$ cat src/rtl/q88_requantizer.sv
// Streaming Q8.8 -> int8 requantizer: per-channel scale, round-half-up shift, zero point, saturation.
// Optional saturation counter enabled by defining REQUANT_SAT_CNT_EN.
module q88_requantizer #(
  parameter int unsigned DATA_W     = 16,
  parameter int unsigned FRAC_W     = 8,
  parameter int unsigned SCALE_W    = 16,
  parameter int unsigned SCALE_FRAC = 8,
  parameter int unsigned OUT_W      = 8,
  parameter int unsigned NUM_CH     = 16
) (
  input  logic                      clk,
  input  logic                      rst_n,
  input  logic                      in_valid,
  output logic                      in_ready,
  input  logic [DATA_W-1:0]         in_data,
  input  logic                      in_last,
  output logic                      out_valid,
  input  logic                      out_ready,
  output logic [OUT_W-1:0]          out_data,
  output logic                      out_last,
  input  logic                      cfg_we,
  input  logic [$clog2(NUM_CH)-1:0] cfg_addr,
  input  logic [SCALE_W-1:0]        cfg_scale,
  input  logic [OUT_W-1:0]          cfg_zp,
  output logic [15:0]               sat_count
);

  localparam int unsigned CH_W   = $clog2(NUM_CH);
  localparam int unsigned PROD_W = DATA_W + SCALE_W + 1;
  localparam int unsigned SUM_W  = PROD_W + 2;
  localparam int unsigned SHIFT  = FRAC_W + SCALE_FRAC;

  localparam logic signed [SUM_W-1:0] BIAS = SUM_W'(2 ** (SHIFT - 1));
  localparam logic signed [SUM_W-1:0] OMAX = SUM_W'(2 ** (OUT_W - 1) - 1);
  localparam logic signed [SUM_W-1:0] OMIN = SUM_W'(-(2 ** (OUT_W - 1)));

  // Per-channel coefficient table
  logic        [SCALE_W-1:0] r_scale [NUM_CH];
  logic signed [OUT_W-1:0]   r_zp    [NUM_CH];
  logic        [CH_W-1:0]    r_ch;

  // Stage 1: accepted sample plus its coefficients
  logic                      r_s1_v;
  logic signed [DATA_W-1:0]  r_s1_data;
  logic                      r_s1_last;
  logic        [SCALE_W-1:0] r_s1_m;
  logic signed [OUT_W-1:0]   r_s1_zp;

  // Stage 2: full-precision product
  logic                      r_s2_v;
  logic signed [PROD_W-1:0]  r_s2_prod;
  logic                      r_s2_last;
  logic signed [OUT_W-1:0]   r_s2_zp;

  // Stage 3: output register
  logic                      r_out_valid;
  logic        [OUT_W-1:0]   r_out_data;
  logic                      r_out_last;

  logic                      w_ld1;
  logic                      w_ld2;
  logic                      w_ld3;
  logic                      w_accept;
  logic signed [PROD_W-1:0]  w_a;
  logic signed [PROD_W-1:0]  w_b;
  logic signed [PROD_W-1:0]  w_prod;
  logic signed [SUM_W-1:0]   w_biased;
  logic signed [SUM_W-1:0]   w_sh;
  logic signed [SUM_W-1:0]   w_sum;
  logic                      w_hi;
  logic                      w_lo;
  logic        [OUT_W-1:0]   w_res;

  // A stage advances when it is empty or its successor is taking its contents
  assign w_ld3    = !r_out_valid || out_ready;
  assign w_ld2    = !r_s2_v || w_ld3;
  assign w_ld1    = !r_s1_v || w_ld2;
  assign in_ready = w_ld1;
  assign w_accept = in_valid && w_ld1;

  assign w_a    = PROD_W'(r_s1_data);
  assign w_b    = PROD_W'(signed'({1'b0, r_s1_m}));
  assign w_prod = w_a * w_b;

  // Bias then arithmetic shift gives round-half toward +inf
  assign w_biased = SUM_W'(r_s2_prod) + BIAS;
  assign w_sh     = w_biased >>> SHIFT;
  assign w_sum    = w_sh + SUM_W'(r_s2_zp);
  assign w_hi     = w_sum > OMAX;
  assign w_lo     = w_sum < OMIN;
  assign w_res    = w_hi ? OUT_W'(OMAX) : (w_lo ? OUT_W'(OMIN) : w_sum[OUT_W-1:0]);

  // Coefficient table; a same-cycle read by stage 1 sees the old entry
  always_ff @(posedge clk) begin
    if (!rst_n) begin
      for (int unsigned i = 0; i < NUM_CH; i++) begin
        r_scale[CH_W'(i)] <= SCALE_W'(2 ** SCALE_FRAC);
        r_zp[CH_W'(i)]    <= '0;
      end
    end else if (cfg_we) begin
      r_scale[cfg_addr] <= cfg_scale;
      r_zp[cfg_addr]    <= cfg_zp;
    end
  end

  always_ff @(posedge clk) begin
    if (!rst_n) begin
      r_ch <= '0;
    end else if (w_accept) begin
      r_ch <= (in_last || (r_ch == CH_W'(NUM_CH - 1))) ? '0 : r_ch + CH_W'(1);
    end
  end

  always_ff @(posedge clk) begin
    if (!rst_n) begin
      r_s1_v    <= 1'b0;
      r_s1_data <= '0;
      r_s1_last <= 1'b0;
      r_s1_m    <= '0;
      r_s1_zp   <= '0;
    end else if (w_ld1) begin
      r_s1_v    <= in_valid;
      r_s1_data <= in_data;
      r_s1_last <= in_last;
      r_s1_m    <= r_scale[r_ch];
      r_s1_zp   <= r_zp[r_ch];
    end
  end

  always_ff @(posedge clk) begin
    if (!rst_n) begin
      r_s2_v    <= 1'b0;
      r_s2_prod <= '0;
      r_s2_last <= 1'b0;
      r_s2_zp   <= '0;
    end else if (w_ld2) begin
      r_s2_v    <= r_s1_v;
      r_s2_prod <= w_prod;
      r_s2_last <= r_s1_last;
      r_s2_zp   <= r_s1_zp;
    end
  end

  always_ff @(posedge clk) begin
    if (!rst_n) begin
      r_out_valid <= 1'b0;
      r_out_data  <= '0;
      r_out_last  <= 1'b0;
    end else if (w_ld3) begin
      r_out_valid <= r_s2_v;
      r_out_data  <= w_res;
      r_out_last  <= r_s2_last;
    end
  end

  assign out_valid = r_out_valid;
  assign out_data  = r_out_data;
  assign out_last  = r_out_last;

`ifdef REQUANT_SAT_CNT_EN
  logic        r_out_sat;
  logic [15:0] r_sat_count;

  // Counts clamped beats as they leave; sticks at all-ones
  always_ff @(posedge clk) begin
    if (!rst_n) begin
      r_out_sat   <= 1'b0;
      r_sat_count <= '0;
    end else begin
      if (w_ld3) begin
        r_out_sat <= w_hi || w_lo;
      end
      if (r_out_valid && out_ready && r_out_sat && (r_sat_count != 16'hFFFF)) begin
        r_sat_count <= r_sat_count + 16'd1;
      end
    end
  end

  assign sat_count = r_sat_count;
`else
  assign sat_count = 16'd0;
`endif

endmodule

$ cat config.mk
export PLATFORM = sky130hd
export DESIGN_NAME = q88_requantizer
export DESIGN_NICKNAME = d
export VERILOG_FILES = /design/src/rtl/q88_requantizer.sv
export SDC_FILE = /design/constraint.sdc
export NUM_CORES = 1
export LEC_CHECK = 0
export CAP_MARGIN = 10
export CORE_MARGIN = 3
export CORE_UTILIZATION = 57
export CTS_CLUSTER_SIZE = 28
export DETAILED_ROUTE_END_ITERATION = 8
export GPL_TIMING_DRIVEN = 1
export PLACE_DENSITY = 0.74
export SLEW_MARGIN = 20
export SYNTH_ARGS = -nofsm -noshare
export SYNTH_HDL_FRONTEND = slang
export SYNTH_SLANG_ARGS = --single-unit
$ cat constraint.sdc
create_clock -name clk -period 5.9 [get_ports clk]
set_input_delay 0.59 -clock clk [delete_from_list [all_inputs] [get_ports clk]]
set_output_delay 0.59 -clock clk [all_outputs]
set_load 0.03 [all_outputs]
---- After elaboration in Yosys (flattened, before gate mapping) ----
Memories as Yosys holds them, arrays and structs flattened. A register that Yosys moved wholly into a read port is not among the register bits.
Index checks and enable logic that the tools add are counted.
word-level totals
  output and inout bits ................... 27
  memories ................................ 2
  bits in writable memories ............... 384
  bits of input ports ..................... 50
  register bits after elaboration ......... 75
  logic and storage cells ................. 45
operators by class
  multiply operators ...................... 1
  reductions and logical operators ........ 12
  magnitude comparators ................... 2
  mux-type cells .......................... 13
  equality and inequality tests ........... 1
  $add $sub $neg .......................... 3
memories
  memory   depth  bits a word  read ports  clocked after memory_dff  wr ports  line  source
  r_scale  16     16           1           1                         16        38    logic [SCALE_W-1:0] r_scale [NUM_CH];
  r_zp     16     8            1           1                         16        39    logic signed [OUT_W-1:0] r_zp [NUM_CH];
operator list
  operator                                                        count
  adder 33 x 17 -> 34 bit, second input constant                  1
  multiplier 16 x 17 -> 33 bit                                    1
  2-to-1 mux 8 bit                                                3
  adder 18 x 8 -> 19 bit                                          1
  greater-than comparator 19 x 8 -> 1 bit, second input constant  1
  less-than comparator 19 x 8 -> 1 bit, second input constant     1
  2-to-1 mux 16 bit                                               1
  OR reduction 16 bit                                             1
  2-to-1 mux 4 bit                                                3
  OR reduction 8 bit                                              1
  2-to-1 mux 1 bit                                                6
  logical NOT 1 bit                                               5
  adder 4 x 1 -> 4 bit, second input constant                     1
  equality test 4 bit, second input constant                      1
  logical OR 1 bit                                                4
  logical AND 1 bit                                               1

---- Depth between registers and ports, before layout ----
Gate-level depths: netlist (run 1).
  word-level depth ........................ 5
  depth in mapped cells ................... 23
  depth with buffers taken out ............ 21

---- Least setup slack after synthesis (run 1) ----
OpenSTA, ideal clock, no wires.
  path type ............................... reg-to-reg
  from .................................... register r_s1_data[7]
  to ...................................... register r_s2_prod[23]
  required time ........................... 5778 ps
  stages on the path, launching flop included .. 22
  data arrival time ....................... 5889 ps
  period minus slack after synthesis ...... 6011 ps
  path slack .............................. -111 ps
  cell sequence ........................... dfxtp_1 -> clkbuf_1 -> clkbuf_1 -> nand2_1 -> fa_1 -> inv_1 -> fa_1 -> fa_1 -> fa_1 -> fa_1 -> inv_1 -> fa_1 -> inv_1 -> ha_1 -> a21o_1 -> a21o_1 -> a211oi_1 -> o211ai_2 -> a31oi_4 -> o21bai_1 -> and4b_1 -> a311o_1
between the ends
  longest elaborated chain between the ends .. 1
RTL lines
  item                          line  source
  from (decl)                   44    logic signed [DATA_W-1:0] r_s1_data;
  from (signal assigned)        123   r_s1_data <= in_data;
  multiplier 16 x 17 -> 33 bit  83    assign w_prod = w_a * w_b;
  to (signal assigned)          138   r_s2_prod <= w_prod;
  to (decl)                     51    logic signed [PROD_W-1:0] r_s2_prod;
Every way passes these cells.
A chain may end at the register's enable or synchronous reset.

---- Final worst setup path (run 1) ----
  from .................................... register r_s1_data[6]
  to ...................................... register r_s2_prod[23]
The elaborated chain is that of the path after synthesis.

==> results of run 1 <==
-- worst min-delay path: cells and delay by family, from the launching register on --
family,cells,cell delay (ps)
flops,1,310
simple gates,1,40
compound gates,1,60
-- state kept, by name (all words and copies together) (netlist names), 4 cells and up --
| register | flops |
|---|---|
| out_data | 8 |
| r_ch | 4 |
| r_s1_data | 16 |
| r_s1_m | 16 |
| r_s1_zp | 8 |
| r_s2_prod | 18 |
| r_s2_zp | 8 |
| r_scale | 256 |
| r_zp | 128 |
-- layer usage --
metal / part of all wire (%) / up-vias / global-route usage, %
li1: - / 8655 / -
met4: 2.9 / 2 / 8.52
met2: 50 / 765 / 45.0
met1: 40 / 9768 / 35.7
met5: 0.018 / - / 0
met3: 7.5 / 153 / 4.18
-- through the flow --
| step | std cells | cell area (µm²) | TNS [ps] | util [%] |
|---|---|---|---|---|
| detailed placement | 3216 | 31800 | -2100 | 61.5 |
| CTS | 3308 | 33400 | -38.6 | 64.7 |
| global route | 3328 | 33900 | -712 | 65.5 |
| finish | 3328 | 33900 | 0 | 65.5 |
| global placement | 3216 | 31800 | -801 | 61.5 |
| floorplan | 2521 | 30000 | 0 | - |
-- worst min-delay path by stage --
stage | from | endpoint | slack (ps)
global route | r_s1_zp[1] | r_s1_zp[1] | 480
detailed placement | r_s1_zp[5] | r_s2_zp[5] | 460
CTS | out_last | out_last | 470
floorplan | r_s1_v | r_s2_v | 430
global placement | r_s1_last | r_s1_last | 450
finish | out_data[7] | out_data[7] | 460
-- kinds of logic after synthesis --
family / Yosys count
AOI/OAI and AO/OA: 197
xor gates and xnor gates: 44
adders and majority gates: 333
buffers and inverters: 413
DFF: 468
muxes: 123
other: 1
and+or+nand+nor: 927
-- layout by cell type (no fill, tap or decap), drive strengths merged, types with 3 or more instances in the layout --
cell           synthesis  routed
nor3b                  4       4
fa                   194     194
a21boi                53      53
nor3                  11      11
xor2                  17      17
o21ai                 48      48
a31oi                  9       9
and2                 491     491
inv                  244     249
a211oi                 6       6
xnor2                 27      27
clkbuf               134      63
a21oi                 22      22
o22ai                  7       7
mux4                 120     120
o211ai                 9       9
clkinv                 0      18
nand2                264     264
edfxtp               384     384
buf                   35     144
a21o                   8       8
nor2                  44      44
bufinv                 0       3
nand4                  7       7
ha                   139     139
clkdlybuf4s50          0      59
and4                   3       3
a2111oi                3       3
conb                   1      16
dfxtp                 84      84
or3                   16      16
nand3                 36      36
nand2b                26      26
and3                  11      11
o31ai                  4       4
nand3b                 3       3
nor2b                  3       3
o21a                   9       9
-- power by group through the flow --
stage	logic, W	clock network, W	registers [W]
CTS	0.00240	0.00310	0.00396
floorplan	0.00151	0	0.00399
global placement	0.00230	0	0.00401
detailed placement	0.00236	0	0.00403
finish	0.00261	0.00306	0.00396
global route	0.00287	0.00322	0.00399
-- repair_timing --
action	in CTS	in global routing
setup buffers	1	19
pin swaps	6	62
resized for setup	22	95
endpoints found under the hold margin	0	0
endpoints found under the setup margin	16	18
-- cell type report --
type / instances / area, µm² / area share [%]
Tap cell: 680 / 851 / 2.51
Multi-Input combinational cell: 1640 / 15500 / 45.8
Clock inverter: 28 / 299 / 0.882
Sequential cell: 468 / 13300 / 39.2
Clock buffer: 63 / 1290 / 3.80
Inverter: 244 / 916 / 2.70
Timing Repair Buffer: 203 / 1720 / 5.09
Antenna cell: 2 / 5.00 / 0.0148
==> flow_metrics.tcl, run 1 <==
set metrics [dict create \
    slowest_stage "fa_1" \
    fp-row-count 83 \
    cellInternalPower_w 0.00671 \
    areaGrowthSynthToFinish_pct 13.1 \
    yosys_register_bits 468 \
    fillers 3793 \
    cp.depth 22 \
    worst_setup_path_start_kind "flop" \
    hold_path.class "flop to flop" \
    min_path_cells 2 \
    cts_buffers 49 \
    drv_slew 0 \
    cp_max_fo 8 \
    yosys.area_share.simple_pct 16.7 \
    ant_nets 0 \
    worst_slew_pin_slew_ps 1150 \
    whs_ps 464 \
    syn_inst 2506 \
    worstPathArrival_ps 6380 \
    syn-cell-area_um2 30000 \
    fin_nets 2989 \
    r2r.worst_path.cells 22 \
    clkTransAtPathRegs_ps 60 \
    ys.flop_type "edfxtp_1" \
    core_um2 51700 \
    wl_per_cell_um 22.2 \
    regToRegSetupSlack_ps 0.5 \
    crit_chain "and2_4, fa_1, inv_2, fa_1, fa_1, fa_1, inv_1, fa_1, inv_1, fa_1, inv_1, ha_1, nand2_1, nand2_2, a2111oi_4, buf_4, o211ai_4, buf_12, a31oi_4, o21bai_1, and4b_1, a311o_1" \
    hold_viol 0 \
    cts.sinks 468 \
    layout_setup_ws_ps 0.520 \
    port_buffers 60 \
    path_class "flop to flop" \
    vias_per_cell 5.81 \
    critical_path_required_ps 6380 \
    cp_num_buf_inv 6 \
    rsz0062_at_grt "true" \
    synth_top_cell_area_share_pct 38.5 \
    grt_overflow 0 \
    yosysMostFrequentCell "and2_1" \
    grt_start_max_net_pins 67 \
    p_seq_share_pct 41.1 \
    worstSkewPairLatency_ps 610 \
    synth_fa_ha_area_share_pct 18.8 \
    max_freq_mhz 170 \
    drt_iter0_drc 1733 \
    p_per_area_nw_per_um2 284 \
    cts_tree "yes" \
    synthXorXnorAreaFrac_pct 1.29 \
    dpl.hpwl_mm 47.6 \
    crit_path_frequent_cell "fa_1" \
    firstDrtPassIters 7 \
    yosysSeqAreaShare_pct 44.1 \
    peakVddDrop_mv 0.208 \
    async_flop_share_pct 0 \
    wl_mm 73.9 \
    clock_power_share_pct 31.8 \
    synth_edf_count 384 \
    endpoint_kind "flop" \
    start_util_pct 58.0 \
    htree_levels 2 \
    switching_share_pct 30.3 \
    grt_pass1_wl_mm 114 \
    max_stage_delay_ps 590 \
    antenna_found_initial 6 \
    crit_family "adder cells" \
    drive_gt1_share_pct 16.9 \
    slew_headroom_pct 23.0 \
    grt_usage_pct 26.6 \
    ys_types 68 \
    synth.area.top_cells "edfxtp_1 (38%), fa_1 (13%), and2_1 (10%)" \
    fin_crit_sh_pct 100 \
    cts.path.max_buffers 3 \
    drv_cap 0 \
    syn_avg_cell_area_um2 12.0 \
    setup_viol 0 \
    cp-startpoint "r_s1_data[6]" \
    cp-endpoint "r_s2_prod[23]" \
    fp.dieW_um 235 \
    finalPower_w 0.00963 \
    grt_pass1_vias 20100 \
    regToRegEndpoint "r_s2_prod[23]" \
    cellLeakagePower_nw 13.6 \
    io_pins 77 \
    yosysTopAreaCell "edfxtp_1" \
    hold_buffers 0 \
    cts_root_buf "clkbuf_16" \
    r2r_start "r_s1_data[6]" \
    place_ws_ps -247 \
    vias 19300 \
    dieArea_um2 55400 \
    route.detailed.drc 0 \
    comb_power_share_pct 27.1 \
    yosys-mux-area-fraction_pct 9.13 \
    gp_congestion 0.897 \
    layout_min_cycle_time_ps 5900 \
    synth_compound_area_share_pct 4.64 \
    p_sw_w 0.00292 \
    synth_top_cells_by_count "and2_1 (490), edfxtp_1 (384), nand2_1 (264)" \
    status "complete, no violations" \
    yosys_warnings 0 \
    die_h_um 235 \
    synth_top_family_by_area "adder cells" \
    fin_skew_ps 25.1 \
]
Power figures use the tool's default switching activity.
==> run 2, diff against run 1 <==
--- a/config.mk
+++ b/config.mk
@@ -6,7 +6,6 @@
 export NUM_CORES = 1
 export LEC_CHECK = 0
 export CAP_MARGIN = 10
-export CORE_MARGIN = 3
 export CORE_UTILIZATION = 57
 export CTS_CLUSTER_SIZE = 28
 export DETAILED_ROUTE_END_ITERATION = 8
==> flow_metrics.tcl, run 2 (same netlist as run 1, synthesis figures left out) <==
set metrics [dict create \
    design_area_um2 33700 \
    cts_buffers 49 \
    largest_register "r_scale" \
    drv_slew 0 \
    drive_gt1_share_pct 16.0 \
    worstHoldStart "r_s1_v" \
    start_util_pct 58.1 \
    dieArea_um2 53500 \
    core_um2 51600 \
    path_class "flop to flop" \
    rsz0062_at_grt "true" \
    hold_buffers 0 \
    drt_iter0_drc 1642 \
    slew_headroom_pct 33.4 \
    mostFrequentLayoutCells "and2_1 (486), edfxtp_1 (384), nand2_1 (260)" \
    fin_setup_tns_ps 0 \
    cp_max_fo 6 \
    layout_min_cycle_time_ps 5850 \
    fin_skew_ps 42.4 \
    cts_root_buf "clkbuf_16" \
    crit_chain "buf_4, and2_1, fa_1, inv_1, fa_1, fa_1, fa_1, inv_1, fa_1, inv_1, fa_1, inv_1, ha_2, nand2_1, nand2_2, buf_4, o2111ai_4, o211ai_4, nand4_1, o211ai_2, buf_4, nand3_1, nor3b_1" \
    htree_levels 2 \
    cellLeakagePower_nw 13.5 \
    fin_crit_sh_pct 99.1 \
    clkTransAtPathRegs_ps 70 \
    cts.path.max_buffers 3 \
    hold_viol 0 \
    vias_per_cell 5.80 \
    drv_cap 0 \
    wl_mm 72.9 \
    worst_slew_pin_slew_ps 995 \
    route.detailed.drc 0 \
    layout_setup_ws_ps 50.4 \
    setup_viol 0 \
    peakVddDrop_mv 0.269 \
    antenna_found_initial 2 \
    grt_pass1_wl_mm 113 \
    grt_start_max_net_pins 100 \
    final_common_cell "and2_1" \
    place_area_um2 31900 \
    crit_family "adder cells" \
    ant_nets 0 \
    cp-startpoint "r_s1_m[6]" \
    max_stage_delay_ps 530 \
    vias 19300 \
    grt_overflow 0 \
    fp.dieW_um 231 \
    cts_tree "yes" \
    p_per_area_nw_per_um2 280 \
    grt_usage_pct 28.0 \
    dpl.hpwl_mm 49.0 \
    worstSkewPairLatency_ps 610 \
    place_ws_ps -236 \
    cp_num_buf_inv 7 \
    hold_path.class "flop to flop" \
    largestRegisters "r_scale: 256 flops, r_zp: 128 flops, r_s2_prod: 18 flops" \
    status "complete, no violations" \
    areaGrowthSynthToFinish_pct 12.6 \
    wl_per_cell_um 21.9 \
    critical_path_required_ps 6350 \
    slowest_stage "fa_1" \
    fin_nets 2988 \
    port_buffers 60 \
    largest_reg_flops 256 \
    worst_setup_path_start_kind "flop" \
    worstPathArrival_ps 6300 \
    gp_congestion 0.893 \
    fp-row-count 83 \
    r2r_start "r_s1_m[6]" \
    cts.sinks 468 \
    max_freq_mhz 171 \
    io_pins 77 \
    firstDrtPassIters 5 \
    die_h_um 231 \
    crit_path_frequent_cell "fa_1" \
    grt_pass1_vias 19600 \
    endpoint_kind "flop" \
]
[run 2: cell count changes in the layout (fill, tap and decap cells not counted), moves of 4 or more]
cell | previous run | this run
and2_1 | 480 | 486
and2_4 | 11 | 5
buf_6 | 8 | 2
clkbuf_1 | 13 | 18
buf_12 | 2 | 6
[run 2: what timing repair did]
action                                  4_1_cts  5_1_grt
setup buffers                                 6        2
resized for setup                            53       31
endpoints found under the hold margin         0        0
endpoints found under the setup margin       16       17
pin swaps                                    28       27
[run 2: stage by stage]
stage / cells / util (%) / hold slack [ps] / total power [W]
5_1_grt: 3326 / 65.4 / 472 / 0.00991
3_3_place_gp: 3227 / 61.9 / 438 / 0.00635
4_1_cts: 3322 / 65.1 / 454 / 0.00943
2_1_floorplan: 2521 / - / 433 / 0.00550
3_5_place_dp: 3227 / 61.9 / 446 / 0.00643
6_report: 3326 / 65.4 / 458 / 0.00944
[run 2: worst paths after layout]
check                           depth (start not counted)            end  slack (ps)
worst max-delay path                                   23  r_s2_prod[32]          50
worst min-delay path                                    1         r_s2_v         460
worst max register to register                         23  r_s2_prod[32]          50
worst min register to register                          1         r_s2_v         460
[run 2: area by class of cell]
cell class | instances | area (µm²)
clock buffer | 67 | 1290
inverter | 244 | 916
fill | 3723 | 17900
tap | 680 | 851
antenna | 2 | 5.00
clock inverter | 23 | 193
multi-input combinational | 1640 | 15500
timing repair buffer | 202 | 1750
sequential | 468 | 13300
[run 2: per-layer routing]
layer | GRT usage, % | wire [µm] | vias up
met2 | 45.9 | 35400 | 757
li1 | - | - | 8662
met5 | 0 | 0 | -
met4 | 9.50 | 2260 | 0
met1 | 38.4 | 29800 | 9715
met3 | 4.05 | 5410 | 162
[run 2: where the power goes]
part / internal (W) / switching, W
registers: 0.00380 / 0.000143
logic: 0.00117 / 0.00140
clock network: 0.00160 / 0.00133
==> run 3, diff against run 2 <==
--- a/config.mk
+++ b/config.mk
@@ -11,6 +11,8 @@
 export DETAILED_ROUTE_END_ITERATION = 8
 export GPL_TIMING_DRIVEN = 1
 export PLACE_DENSITY = 0.74
+export SETUP_SLACK_MARGIN = 0.3
+export SKIP_CTS_REPAIR_TIMING = 1
 export SLEW_MARGIN = 20
 export SYNTH_ARGS = -nofsm -noshare
 export SYNTH_HDL_FRONTEND = slang
==> flow_metrics.tcl, run 3 (same netlist as run 1, synthesis figures left out) <==
set metrics [dict create \
    cts.path.max_buffers 3 \
    firstDrtPassIters 7 \
    p_sw_w 0.00285 \
    wl_per_cell_um 22.2 \
    peakVddDrop_mv 0.238 \
    gp_congestion 0.922 \
    cts_buffers 49 \
    antenna_found_initial 2 \
    m1WireLength_mm 29.6 \
    crit_chain "buf_12, and2_1, fa_1, inv_1, fa_1, fa_1, inv_1, fa_1, fa_1, fa_1, ha_4, a21oi_4, and3b_2, a211oi_4, o211ai_4, buf_6, a31oi_4, o21bai_1, and4b_1, a311o_1" \
    cp_max_fo 6 \
    route.detailed.drc 0 \
    worstPathArrival_ps 6430 \
    min_path_cells 1 \
    r2r.worst_path.cells 20 \
    core_um2 51600 \
    grt_overflow 0 \
    fin_crit_sh_pct 101 \
    design_area_um2 33600 \
    cellInternalPower_w 0.00650 \
    die_h_um 231 \
    grt_pass1_wl_mm 115 \
    slew_headroom_pct 23.2 \
    switching_share_pct 30.4 \
    place_ws_ps -167 \
    ant_nets 0 \
    p_seq_share_pct 42.6 \
    path_class "flop to flop" \
    htree_levels 2 \
    grt_pass1_vias 20000 \
    vias 19200 \
    fin_skew_ps 35.7 \
    crit_path_frequent_cell "fa_1" \
    drv_cap 0 \
    worstSkewPairLatency_ps 610 \
    dieArea_um2 53500 \
    comb_power_share_pct 26.3 \
    rsz0062_at_grt "true" \
    max_stage_delay_ps 570 \
    layout_min_cycle_time_ps 5950 \
    max_freq_mhz 168 \
    grt_usage_pct 28.4 \
    setup_viol 1 \
    wl_met3_mm 5.37 \
    hold_path.class "flop to flop" \
    wl_mm 73.0 \
    layout_setup_ws_ps -49.2 \
    fp.dieW_um 231 \
    cts.sinks 468 \
    final_common_cell "and2_1" \
    mostFrequentLayoutCells "and2_1 (487), edfxtp_1 (384), nand2_1 (263)" \
    clock_power_share_pct 31.1 \
    port_buffers 60 \
    largest_register "r_scale" \
    start_util_pct 58.1 \
    p_per_area_nw_per_um2 279 \
    violations "negative setup slack" \
    whs_ps 463 \
    fp-row-count 83 \
    cts_root_buf "clkbuf_16" \
    grt_start_max_net_pins 71 \
    status "finished, violations left" \
    wl_met2_mm 35.6 \
    areaGrowthSynthToFinish_pct 12.0 \
    worst_setup_path_start_kind "flop" \
    io_pins 77 \
    clkTransAtPathRegs_ps 60 \
    hold_viol 0 \
    fillers 3810 \
    slowest_stage "fa_1" \
    top_layer_used "met5" \
    worst_slew_pin_slew_ps 1150 \
    critical_path_required_ps 6380 \
    finalPower_w 0.00935 \
    cellLeakagePower_nw 13.4 \
    cts_tree "yes" \
    fin_nets 2961 \
    vias_per_cell 5.82 \
    drt_iter0_drc 1806 \
    drv_slew 0 \
    drive_gt1_share_pct 15.3 \
    dpl.hpwl_mm 48.5 \
    place_area_um2 31700 \
    endpoint_kind "flop" \
    largestRegisters "r_scale: 256 flops, r_zp: 128 flops, r_s2_prod: 18 flops" \
    largest_reg_flops 256 \
]
run 3: stage by stage:
stage               util, %  std cells  TNS, ps
CTS                    64.3       3279     -924
floorplan                 -       2521        0
detailed placement     61.4       3195     -702
global placement       61.4       3195    -31.8
global route           65.1       3292    -1110
finish                 65.1       3293    -49.2
run 3: critical path: cells and delay by family, from the launching register on:
family	cells	cell delay (ps)
adders and majority gates	7	3290
AOI/OAI and AO/OA	6	1140
and+or+nand+nor	3	640
buffers and inverters	4	400
DFF	1	360
run 3: layout make-up:
cell class / count / area (µm²) / share of cell area [%]
tap: 680 / 851 / 2.53
antenna: 2 / 5.00 / 0.0149
clock inverter: 19 / 174 / 0.518
timing repair buffer: 175 / 1540 / 4.59
inverter: 244 / 916 / 2.73
clock buffer: 65 / 1290 / 3.83
sequential: 468 / 13300 / 39.6
multi-input combinational: 1640 / 15500 / 46.2
run 3: layer usage:
metal / GRT usage, % / vias up
li1: - / 8592
met1: 38.2 / 9692
met2: 47.4 / 720
met3: 4.28 / 144
met4: 9.35 / 2
met5: 0 / -
run 3: power groups by stage:
stage | clock [W] | combinational (W) | sequential, W
after floorplan | 0 | 0.00156 | 0.00399
after global placement | 0 | 0.00218 | 0.00403
after detailed placement | 0 | 0.00224 | 0.00405
after CTS | 0.00294 | 0.00227 | 0.00398
after global routing | 0.00308 | 0.00274 | 0.00400
final | 0.00291 | 0.00246 | 0.00398
run 3: path summary, 6_finish.rpt:
kind           startpoint            end  slack, ps
max          r_s1_data[4]  r_s2_prod[23]        -50
max reg2reg  r_s1_data[4]  r_s2_prod[23]        -50
min reg2reg        r_s1_v         r_s2_v        460
min                r_s1_v         r_s2_v        460
==> RTL edit 1, RTL diff (config.mk and constraints of run 3) <==
Add an input register stage for `cfg_zp`; this delays it by one clock. The other inputs are not delayed to match.
--- a/src/rtl/q88_requantizer.sv
+++ b/src/rtl/q88_requantizer.sv
@@ -35,2 +35,8 @@
   localparam logic signed [SUM_W-1:0] OMIN = SUM_W'(-(2 ** (OUT_W - 1)));
+
+  logic [OUT_W-1:0] cfg_zp_q;
+
+  always_ff @(posedge clk) begin
+    cfg_zp_q <= cfg_zp;
+  end
 
@@ -101,3 +107,3 @@
       r_scale[cfg_addr] <= cfg_scale;
-      r_zp[cfg_addr]    <= cfg_zp;
+      r_zp[cfg_addr]    <= cfg_zp_q;
     end
Function: same outputs for any inputs over 4 cycles, from zero or initial values and one cycle with rst_n low; that may be too few to reach the edited logic, so the function may still have changed.
==> RTL edit 1 against run 3 <==
  * Setup slack improved by 180 ps
  * Cell area rose by 0.39%
  * Sequential cell count rose by 8
  * Routed wire length fell by 1.4%
  * Synthesized area barely moved
  * Non-clock buffer count fell by 5
  * Fmax rose by 3.1%
  * Worst hold slack got worse by 16 ps
  * Synthesized cell count fell by 0.40%
  * Total power fell by 0.42%
==> RTL edit 1: results (changes against run 3) <==
| Metric | Value |
|---|---|
| RD Place Congestion | `0.9095 (was 0.9221)` |
| HPWL after detailed placement | `47.67 mm (was 48.45 mm)` |
| Reg-to-reg slack, setup | `130 ps (was -50 ps)` |
| Final Skew | `35.59 ps (was 35.68 ps)` |
| Worst R2R End | `r_s2_prod[24] (was r_s2_prod[23])` |
| Global routing usage on met1 | `36.49% (was 38.24%)` |
| Slew headroom | `26.56% (was 23.20%)` |
| Via-to-Cell Ratio | `5.758 (was 5.815)` |
| Initial antenna violation count | `0 (was 2)` |
| Synth area leaders | `edfxtp_1 (38%), fa_1 (13%), and2_1 (10%) (unchanged)` |
| Share of layout cells above drive strength 1 | `16.17% (was 15.32%)` |
| Status | `finished clean (was complete, but fails checks)` |
| CP Max Fanout | `8 (was 6)` |
| Xor-xnor portion of the synthesized cell area | `1.314% (was 1.286%)` |
| Mux share of post-synthesis cell area | `9.125% (was 9.126%)` |
| Number of global-route vias before repair | `19600 (was 20000)` |
| Peak supply drop | `242.9 uV (was 238.4 uV)` |
| Met2 GRT Util | `47.25% (was 47.43%)` |
| Hold Crit Class | `in -> reg (was reg -> reg)` |
| Highest Signal Layer | `met4 (was met5)` |
| Placed Cells | `3168 (was 3195)` |
| Register area share after synthesis | `44.59% (was 44.08%)` |
| # nets final | `2947 (was 2961)` |
| First-pass GRT wire length | `110.7 mm (was 115.4 mm)` |
| Synth cell types | `63 (was 68)` |
| Routed wl met3 | `4.355 mm (was 5.372 mm)` |
## RTL edit 1: cell count changes in the layout (fill, tap and decap cells not counted), sizes merged, moves of 4 or more
cell | run 3 | this run
clkbuf | 65 | 60
o22ai | 7 | 11
clkinv | 15 | 21
and3 | 11 | 6
buf | 116 | 110
a21o | 8 | 17
a21boi | 53 | 57
bufinv | 1 | 5
dfxtp | 84 | 92
nand3 | 36 | 23
## RTL edit 1: cell type report
class / instances / area, um2
flip-flops and latches: 476 / 13450
repair buffers: 170 / 1503
fillers: 3764 / 17900
inverters: 243 / 912.1
multi-input cells: 1624 / 15420
clock buffers: 59 / 1274
clock inverters: 31 / 302.8
well taps: 680 / 850.8
## RTL edit 1: per-stage QoR
step / setup slack, ps / hold WS, ps / setup TNS [ps]
final: 130.3 / 447.4 / 0
after detailed placement: -47.35 / 447.6 / -178.9
after CTS: -38.76 / 419.8 / -91.88
after global routing: -49.09 / 435.9 / -166.5
after floorplan: 306.5 / 432.5 / 0
after global placement: 32.28 / 446.0 / 0
==> RTL edit 2, RTL diff (config.mk and constraints of run 3) <==
Made on the original files. `FRAC_W`: 8 -> 4.
--- a/src/rtl/q88_requantizer.sv
+++ b/src/rtl/q88_requantizer.sv
@@ -4,3 +4,3 @@
   parameter int unsigned DATA_W     = 16,
-  parameter int unsigned FRAC_W     = 8,
+  parameter int unsigned FRAC_W     = 4,
   parameter int unsigned SCALE_W    = 16,
Function: changed (Yosys sat finds a counterexample within 4 cycles, from zero or initial values and one cycle with rst_n low).
==> RTL edit 2 against run 3 <==
  * The run ends with DRC, setup timing left
  * Cell count is 5.5% higher
  * Setup slack lost 340 ps
  * Clock power barely moved
  * Cell area grew 2.8%
  * Routed wire length rose by 6.3%
  * Sequential cell count grew 4
  * Synthesized cell count rose by 5.7%
  * Synthesized area rose by 2.2%
  * Total power is 4.1% higher
  * Critical path type unchanged
  * Highest routed layer unchanged
==> RTL edit 2: results (changes against run 3) <==
| Metric | Value |
|---|---|
| Final Skew | `20.62 ps (was 35.68 ps)` |
| Cell Int Power | `6.702 mW (was 6.505 mW)` |
| Status | `complete, but fails checks (unchanged)` |
| GRT Util Overall | `29.57% (was 28.42%)` |
| Peak supply drop | `248.7 uV (was 238.4 uV)` |
| Share of layout cells above drive strength 1 | `16.62% (was 15.32%)` |
| Final worst slack | `-387.0 ps (was -49.16 ps)` |
| Leakage dissipation | `13.95 nW (was 13.39 nW)` |
| Hold Path Origin | `r_s2_zp[3] (was r_s1_v)` |
| Slew headroom | `25.19% (was 23.20%)` |
| # fillers | `3918 (was 3810)` |
| Inserted Clock Buffers | `50 (was 49)` |
| Via-to-Cell Ratio | `5.831 (was 5.815)` |
| Diode count | `0 (was 2)` |
| Synth cell types | `73 (was 68)` |
| Setup crit end kind | `register (unchanged)` |
| Finish-stage setup viols | `7 (was 1)` |
| Worst R2R End | `r_s2_prod[32] (was r_s2_prod[23])` |
| Crit path arrival time | `6760 ps (was 6430 ps)` |
| Register area share after synthesis | `43.40% (was 44.08%)` |
| Largest net degree at the start of global routing | `69 (was 71)` |
| First-pass GRT wire length | `120.9 mm (was 115.4 mm)` |
| Worst Hold End | `r_s2_zp[3] (was r_s2_v)` |
| Crit path max-delay cell type | `fa_1 (unchanged)` |
| DRC violations left | `6 (was 0)` |
| Number of global-route vias before repair | `21150 (was 20000)` |
| CTS max path bufs | `3 (unchanged)` |
| Synth top cells by count | `and2_1 (478), edfxtp_1 (384), nand2_1 (304), inv_1 (249), fa_1 (194) (was and2_1 (490), edfxtp_1 (384), nand2_1 (264), inv_1 (242), fa_1 (194))` |
| HPWL after detailed placement | `52.45 mm (was 48.45 mm)` |
| Total wire length | `77.53 mm (was 72.96 mm)` |
| Initial drt markers | `1595 (was 1806)` |
| Area post-placement | `0.03267 mm2 (was 0.03171 mm2)` |
| Top delay family on crit path | `adder cells (unchanged)` |
| Slowest stage delay, CP | `550 ps (was 570 ps)` |
| Violated checks | `DRC, setup timing (was setup timing)` |
| Synth area leaders | `edfxtp_1 (38%), fa_1 (13%), and2_1 (9.8%) (was edfxtp_1 (38%), fa_1 (13%), and2_1 (10%))` |
| RD Place Congestion | `0.9203 (was 0.9221)` |
| Biggest regs | `r_scale x256, r_zp x128, r_s2_prod x22 (was r_scale x256, r_zp x128, r_s2_prod x18)` |
| Hold path cells | `2 (was 1)` |
| R2R cell count | `21 (was 20)` |
| # nets final | `3135 (was 2961)` |
| CP Max Fanout | `12 (was 6)` |
RTL edit 2: changes by cell type in the layout (fill, tap and decap cells not counted), moves of 13 or more:
cell,run 3,this run
a21boi_0,52,0
a21oi_1,19,93
a21oi_2,1,15
and2_1,487,474
buf_4,106,135
nand2_1,263,300
nor2_1,41,72
RTL edit 2: worst max-delay path by stage:
| stage | startpoint | end | cells after the start | slack, ps |
|---|---|---|---|---|
| 2_1_floorplan | r_s1_data[7] | r_s2_prod[32] | 23 | 50 |
| 3_3_place_gp | r_s1_data[3] | r_s2_prod[32] | 18 | -310 |
| 3_5_place_dp | r_s1_m[9] | r_s2_prod[32] | 20 | -340 |
| 4_1_cts | r_s1_m[9] | r_s2_prod[32] | 19 | -390 |
| 5_1_grt | r_s1_data[4] | r_s2_prod[32] | 21 | -570 |
| 6_report | r_s1_data[4] | r_s2_prod[32] | 21 | -390 |
RTL edit 2: metrics by stage:
stage	std cells	setup TNS [ps]	hold slack [ps]	worst slack (ps)	util (%)
final	3473	-1072	457.9	-387.0	65.30
after global routing	3473	-3357	473.7	-573.7	65.30
after detailed placement	3375	-1335	442.9	-336.2	61.80
after floorplan	2664	0	431.8	52.88	-
after CTS	3464	-1852	455.6	-392.6	64.57
after global placement	3375	-1124	441.5	-308.8	61.80
RTL edit 2: power groups by stage:
stage | combinational [mW] | sequential [mW] | clock [mW]
after floorplan | 1.78 | 4.04 | 0
after global placement | 2.63 | 4.06 | 0
after detailed placement | 2.67 | 4.08 | 0
after CTS | 2.70 | 4.01 | 2.95
after global routing | 3.12 | 4.04 | 3.06
final | 2.82 | 4.01 | 2.91
RTL edit 2: kinds of logic after synthesis:
kind of cell	synth area share, %
compound gates	4.911
other cells	0.01224
xor+xnor	1.483
buf+inv	5.438
fa+ha+maj	18.52
flops	43.40
simple gates	17.26
mux	8.968
RTL edit 2: worst register-to-register path, stage by stage, from the launching register on:
cell and delay (ps):
dfxtp_4 380, and2_1 190, fa_1 540, inv_1 50, fa_1 470, fa_1 550, inv_1 60, fa_1 460
fa_1 500, inv_1 50, fa_1 480, inv_1 70, ha_4 230, a21oi_1 130, o21ai_1 90, a221o_1 300
a2111o_1 410, o21ai_2 230, nand2_2 80, a221o_1 430, a2111oi_4 360, nor3_2 80
RTL edit 2: routing by layer:
layer / vias to the layer above / track usage (%) / routed length (um)
met5: - / 0 / 19
met4: 4 / 9.517 / 2301
met3: 170 / 5.326 / 5578
met2: 801 / 51.20 / 39320
met1: 10140 / 37.67 / 30320
li1: 9142 / - / -
RTL edit 2: area by class of cell:
type	instances	area, um2	area share (%)
Clock buffer	64	1304	3.777
Multi-Input combinational cell	1767	16090	46.61
Timing Repair Buffer	206	1777	5.147
Clock inverter	25	162.7	0.4712
Sequential cell	472	13380	38.77
Tap cell	688	860.8	2.494
Inverter	251	943.4	2.733
